$ cat config.mk
export PLATFORM = sky130hd
export DESIGN_NAME = hazard_forward_unit
export DESIGN_NICKNAME = d
export VERILOG_FILES = /design/src/rtl/hazard_forward_unit.sv
export SDC_FILE = /design/constraint.sdc
export NUM_CORES = 1
export LEC_CHECK = 0
export CORE_AREA = 3 3 69 71
export DETAILED_ROUTE_END_ITERATION = 8
export DIE_AREA = 0 0 72 74
export PLACE_DENSITY = 0.75
export SETUP_SLACK_MARGIN = 0.02
export SLEW_MARGIN = 10
export SYNTH_ARGS = -nofsm -noshare
export SYNTH_HDL_FRONTEND = slang
export SYNTH_SLANG_ARGS = --single-unit
$ cat constraint.sdc
create_clock -name clk -period 1.6 [get_ports clk]
set_input_delay 0.4 -clock clk [delete_from_list [all_inputs] [get_ports clk]]
set_output_delay 0.4 -clock clk [all_outputs]
set_load 0.005 [all_outputs]
$ cat src/rtl/hazard_forward_unit.sv
// rtl/hazard_forward_unit.sv - ID-stage forwarding select and load-use stall generator
// Optional feature macro: HAZARD_PERF_CNT_EN (stall/flush performance counters)
// Select encoding: 2'd0 FW_NONE, 2'd1 FW_MEM_ALU, 2'd2 FW_WB_DATA
module hazard_forward_unit #(
    parameter int REG_ADDR_WIDTH = 5,
    parameter int CNT_WIDTH      = 32
) (
    input  logic                      clk,
    input  logic                      rst,
    input  logic                      ID_valid_i,
    input  logic [REG_ADDR_WIDTH-1:0] ID_rs1_addr_i,
    input  logic [REG_ADDR_WIDTH-1:0] ID_rs2_addr_i,
    input  logic                      ID_uses_rs1_i,
    input  logic                      ID_uses_rs2_i,
    input  logic [REG_ADDR_WIDTH-1:0] ID_rd_addr_i,
    input  logic                      ID_RegWrite_i,
    input  logic                      ID_MemRead_i,
    input  logic                      EX_flush_i,
    output logic [1:0]                EX_forwardA_o,
    output logic [1:0]                EX_forwardB_o,
    output logic                      stall_o,
    output logic [CNT_WIDTH-1:0]      stall_cnt_o,
    output logic [CNT_WIDTH-1:0]      flush_cnt_o
);

    localparam logic [1:0] FW_NONE    = 2'd0;
    localparam logic [1:0] FW_MEM_ALU = 2'd1;
    localparam logic [1:0] FW_WB_DATA = 2'd2;

    // EX slot: instruction one stage ahead of ID
    logic                      r_ex_valid;
    logic [REG_ADDR_WIDTH-1:0] r_ex_rd;
    logic                      r_ex_regwrite;
    logic                      r_ex_memread;

    // MEM slot: only the writer fields matter here, a load in MEM is already forwardable.
    // No WB slot is kept: the register file writes before it reads, so WB never needs a bypass.
    logic                      r_mem_valid;
    logic [REG_ADDR_WIDTH-1:0] r_mem_rd;
    logic                      r_mem_regwrite;

    logic [1:0]                r_fwd_a;
    logic [1:0]                r_fwd_b;

    logic w_ex_rs1;
    logic w_ex_rs2;
    logic w_mem_rs1;
    logic w_mem_rs2;
    logic w_stall;
    logic w_bubble;
    logic [1:0] w_fwd_a;
    logic [1:0] w_fwd_b;

    // Writer matches; rd!=0 also rules out x0 as a source
    assign w_ex_rs1  = r_ex_valid & r_ex_regwrite & (r_ex_rd != '0)
                     & (r_ex_rd == ID_rs1_addr_i) & ID_uses_rs1_i;
    assign w_ex_rs2  = r_ex_valid & r_ex_regwrite & (r_ex_rd != '0)
                     & (r_ex_rd == ID_rs2_addr_i) & ID_uses_rs2_i;
    assign w_mem_rs1 = r_mem_valid & r_mem_regwrite & (r_mem_rd != '0)
                     & (r_mem_rd == ID_rs1_addr_i) & ID_uses_rs1_i;
    assign w_mem_rs2 = r_mem_valid & r_mem_regwrite & (r_mem_rd != '0)
                     & (r_mem_rd == ID_rs2_addr_i) & ID_uses_rs2_i;

    // A load one stage ahead cannot be bypassed from MEM, so hold ID one cycle; flush wins
    assign w_stall  = ID_valid_i & ~EX_flush_i & r_ex_memread & (w_ex_rs1 | w_ex_rs2);
    assign w_bubble = w_stall | EX_flush_i | ~ID_valid_i;
    assign stall_o  = w_stall;

    // Next-cycle operand selects, youngest producer first
    always_comb begin
        w_fwd_a = FW_NONE;
        w_fwd_b = FW_NONE;
        if (!w_bubble) begin
            if (w_ex_rs1 && !r_ex_memread) begin
                w_fwd_a = FW_MEM_ALU;
            end else if (w_mem_rs1) begin
                w_fwd_a = FW_WB_DATA;
            end
            if (w_ex_rs2 && !r_ex_memread) begin
                w_fwd_b = FW_MEM_ALU;
            end else if (w_mem_rs2) begin
                w_fwd_b = FW_WB_DATA;
            end
        end
    end

    // Advance the slot pipeline and register the selects alongside the EX slot
    always_ff @(posedge clk) begin
        if (rst) begin
            r_ex_valid     <= 1'b0;
            r_ex_rd        <= '0;
            r_ex_regwrite  <= 1'b0;
            r_ex_memread   <= 1'b0;
            r_mem_valid    <= 1'b0;
            r_mem_rd       <= '0;
            r_mem_regwrite <= 1'b0;
            r_fwd_a        <= FW_NONE;
            r_fwd_b        <= FW_NONE;
        end else begin
            r_mem_valid    <= r_ex_valid;
            r_mem_rd       <= r_ex_rd;
            r_mem_regwrite <= r_ex_regwrite;
            if (w_bubble) begin
                r_ex_valid    <= 1'b0;
                r_ex_rd       <= '0;
                r_ex_regwrite <= 1'b0;
                r_ex_memread  <= 1'b0;
            end else begin
                r_ex_valid    <= 1'b1;
                r_ex_rd       <= ID_rd_addr_i;
                r_ex_regwrite <= ID_RegWrite_i;
                r_ex_memread  <= ID_MemRead_i;
            end
            r_fwd_a <= w_fwd_a;
            r_fwd_b <= w_fwd_b;
        end
    end

    assign EX_forwardA_o = r_fwd_a;
    assign EX_forwardB_o = r_fwd_b;

`ifdef HAZARD_PERF_CNT_EN
    logic [CNT_WIDTH-1:0] r_stall_cnt;
    logic [CNT_WIDTH-1:0] r_flush_cnt;

    // Saturating event counters for stall and flush cycles
    always_ff @(posedge clk) begin
        if (rst) begin
            r_stall_cnt <= '0;
            r_flush_cnt <= '0;
        end else begin
            if (w_stall && (r_stall_cnt != '1)) begin
                r_stall_cnt <= r_stall_cnt + 1'b1;
            end
            if (EX_flush_i && (r_flush_cnt != '1)) begin
                r_flush_cnt <= r_flush_cnt + 1'b1;
            end
        end
    end

    assign stall_cnt_o = r_stall_cnt;
    assign flush_cnt_o = r_flush_cnt;
`else
    assign stall_cnt_o = '0;
    assign flush_cnt_o = '0;
`endif

endmodule

==> flow_summary_export.csv <==
group,metric,value,unit
logic_synthesis,seq_area_frac_synth,0.286,
drt,route.antenna.remaining_nets,0,
layout,multiInputGateArea,713,µm²
floorplanning,fp.coreArea,4290,µm²
setup_path,cp_data_arrival_time,1.64,ns
drt,viasPerCell,3.73,
floorplanning,start_util,0.310,
sta,grt_setup_unrepaired,"true",
logic_synthesis,synth_cells,150,
drt,wl_per_cell,9.84,µm
layout,area_growth_syn_to_layout,24.1,%
logic_synthesis,synthDistinctLibCells,24,
floorplanning,fp.dieH,74,µm
power_and_ir_drop,switching_power,0.259,mW
logic_synthesis,yosysWarningCount,0,
status,failed_checks,"negative setup slack",
drt,firstDrtPassIters,2,
sta,skew,0.00302,ns
layout,insertedDiodeCount,0,
power_and_ir_drop,seqPwrFrac,0.484,
global_routing,grt_antenna_before_repair,0,
clock_network,cts_bufs_inserted,3,
hold_path,hold_path_class,"flip-flop to flip-flop",
logic_synthesis,synth_area_leader_cell,"buf_4",
clock_network,cts_buffer_depth,2,
placement,place_hpwl,2150,µm
floorplanning,dieWidth,72,µm
placement,port_buf_inserts,27,
setup_path,end_kind,"output port",
sta,slew_violations,0,
layout,most_frequent_standard_cell_in_the_layout_excluding_fill_and_tap_cells,"conb_1",
placement,placed_cell_area,1600,µm²
setup_path,worst-r2r-cell-count,6,
floorplanning,io_pins,92,
global_routing,largest_net_degree_at_the_start_of_global_routing,12,
sta,final-hold-violation-count,0,
global_routing,grt.met2_usage,0.165,
sta,postLayoutSetupSlackWorst,-0.441,ns
drt,initialDrtViolationCount,35,
setup_path,worstReg2RegEnd,"EX_forwardB_o[1]",
power_and_ir_drop,swShare,0.256,
setup_path,maximum_fanout_count_along_the_critical_path,2,
sta,final_min_period_over_clock_period,1.28,
setup_path,worstSetupStartpointType,"flip-flop",
logic_synthesis,post_synth_main_area_contributors,"buf_4 36%, dfxtp_1 29%, xnor2_1 7.9%, xor2_1 5.3%, nor2b_1 3.3%",
global_routing,grt_util_met1,0.0937,
power_and_ir_drop,power,1.01,mW
power_and_ir_drop,max-vdd-ir-drop,247,µV
power_and_ir_drop,int_power,0.753,mW
clock_network,htree_num_levels,1,
sta,clock.fmax,490,MHz
drt,wirelength,2510,µm
power_and_ir_drop,power.leakage,0.793,nW
setup_path,critical_path.reg2reg.startpoint,"r_ex_rd[3]",
sta,final_critical_path_required_period,2.04,ns
flow_run,number_of_maximum_capacitance_constraint_violations,0,
logic_synthesis,yosys_register_bits,19,
placement,place.gp.congestion,0.722,
layout,num-fill-cells,455,
layout,ff_latch_area,383,µm²
layout,proportion_of_layout_cells_with_a_drive_suffix_above_1,0.182,
status,status,"finished with violations",
power_and_ir_drop,clock_power_share,0.330,
layout,final_cell_area,1650,µm²
floorplanning,num_rows,24,
logic_synthesis,synth_top_cell_area_share,0.361,
logic_synthesis,syn_area_per_cell,8.88,µm²
global_routing,globalRouteOverflowTotal,0,
global_routing,globalRouteTotalUtil,0.0911,
power_and_ir_drop,power_dens_cells,613,nW/µm²
global_routing,grt_busiest_layer,"met2",
clock_network,clock_sink_count,19,
setup_path,critPathRequiredTime,1.20,ns
setup_path,crit_end,"stall_o",
floorplanning,overall_die_area,5330,µm²
clock_network,clkSlewWorstSetupHoldPaths,0.07,ns
sta,finalSetupViolations,5,
layout,most-common-layout-cells,"64 x conb_1, 24 x buf_4, 19 x clkdlybuf4s50_1",
logic_synthesis,synth_area,1330,µm²
clock_network,root_buffer,"clkbuf_8",
setup_path,timing_worst_setup_path_type,"flip-flop to output port",
power_and_ir_drop,combinationalPowerShare,0.186,
layout,final_nets,227,
setup_path,reg2reg_slack,-0.05,ns
global_routing,grt_use_met3,0.0284,
clock_network,clock_tree_from_tritoncts,"done",
global_routing,grt_first_pass_wirelength,3680,µm
setup_path,worstSetupStartpoint,"r_ex_rd[3]",
clock_network,worstSkewPairLatency,0.26,ns
global_routing,via_count_of_the_first_global_routing_pass,838,
drt,drc_errors,0,
drt,detailroute.via_count,951,
==> layer usage <==
| layer | share of wire | vias up |
|---|---|---|
| met5 | 0 | - |
| met4 | 0.017 | 0 |
| met3 | 0.11 | 4 |
| met2 | 0.52 | 51 |
| met1 | 0.36 | 425 |
| li1 | - | 471 |
==> stage by stage <==
stage	hold WS, ns	setup slack [ns]	std cells	setup TNS [ns]	util
6_report	0.500	-0.441	255	-0.627	0.385
5_1_grt	0.516	-0.521	255	-0.989	0.385
4_1_cts	0.506	-0.468	255	-0.724	0.384
3_5_place_dp	0.497	-0.940	249	-3.45	0.372
3_3_place_gp	0.486	-0.915	249	-3.00	0.372
2_1_floorplan	0.467	-0.152	213	-0.152	-
==> flip-flops by register name, indices dropped and copies added, names as in the netlist <==
register and cells:
r_ex_rd 5, r_mem_rd 5, EX_forwardA_o 2, EX_forwardB_o 2, r_ex_memread 1, r_ex_regwrite 1
r_ex_valid 1, r_mem_regwrite 1, r_mem_valid 1
==> worst min path at each step <==
stage          slack (ns)          endpoint  depth (start not counted)          start
4_1_cts              0.51       r_mem_valid                          1     r_ex_valid
3_5_place_dp         0.50       r_mem_valid                          1     r_ex_valid
5_1_grt              0.52    r_mem_regwrite                          1  r_ex_regwrite
2_1_floorplan        0.47  EX_forwardB_o[1]                          1   r_ex_memread
6_report             0.50       r_mem_valid                          1     r_ex_valid
3_3_place_gp         0.49       r_mem_valid                          1     r_ex_valid
==> final cells by class <==
| class | count | share of cell area |
|---|---|---|
| clock buffer | 3 | 0.0250 |
| clock inverter | 1 | 0.00303 |
| inverter | 1 | 0.00227 |
| multi-input combinational | 128 | 0.432 |
| sequential | 19 | 0.232 |
| tap | 52 | 0.0394 |
| timing repair buffer | 51 | 0.267 |
==> worst max-delay path, stage by stage, from the launching register on <==
cell and delay [ns]:
dfxtp_2 0.32, or4_4 0.54, o211ai_4 0.20, nor2_4 0.04
and4b_1 0.16, buf_2 0.12
==> repair_timing <==
action,in CTS,in global routing
buffers inserted,2,0
hold buffers,0,0
resized for setup,11,1
pin swaps,7,4
endpoints found under the setup margin,5,5
==> power by group through the flow <==
stage               Clock, mW  Sequential [mW]  Combinational, mW
finish                  0.334            0.489              0.189
global route            0.368            0.490              0.210
CTS                     0.342            0.489              0.187
detailed placement          0            0.500              0.188
global placement            0            0.500              0.185
floorplan                   0            0.500              0.198
==> synth_stat cells <==
| library cell | instances |
|---|---|
| nor2_2 | 1 |
| nand4_1 | 4 |
| nor3b_1 | 1 |
| inv_1 | 1 |
| nor4_1 | 2 |
| a211oi_2 | 2 |
| nor3_1 | 2 |
| o2111a_1 | 1 |
| or4_1 | 1 |
| o211ai_2 | 1 |
| nand2_1 | 9 |
| and3_1 | 2 |
| conb_1 | 1 |
| a21boi_1 | 1 |
| a21oi_1 | 7 |
| and4b_1 | 1 |
| nor2b_1 | 7 |
| or4_4 | 1 |
| buf_4 | 64 |
| clkbuf_1 | 1 |
| xnor2_1 | 12 |
| o22ai_2 | 1 |
| dfxtp_1 | 19 |
| xor2_1 | 8 |
==> logic make-up (layout without fill, tap and decap cells) <==
family	after synthesis	count (layout)	share of synthesized area
flops	19	19	0.286
buf+inv	66	56	0.367
xor+xnor	20	20	0.132
simple gates	31	31	0.135
other cells	1	64	0.00282
compound gates	13	13	0.0780
Power figures use the tool's default switching activity.
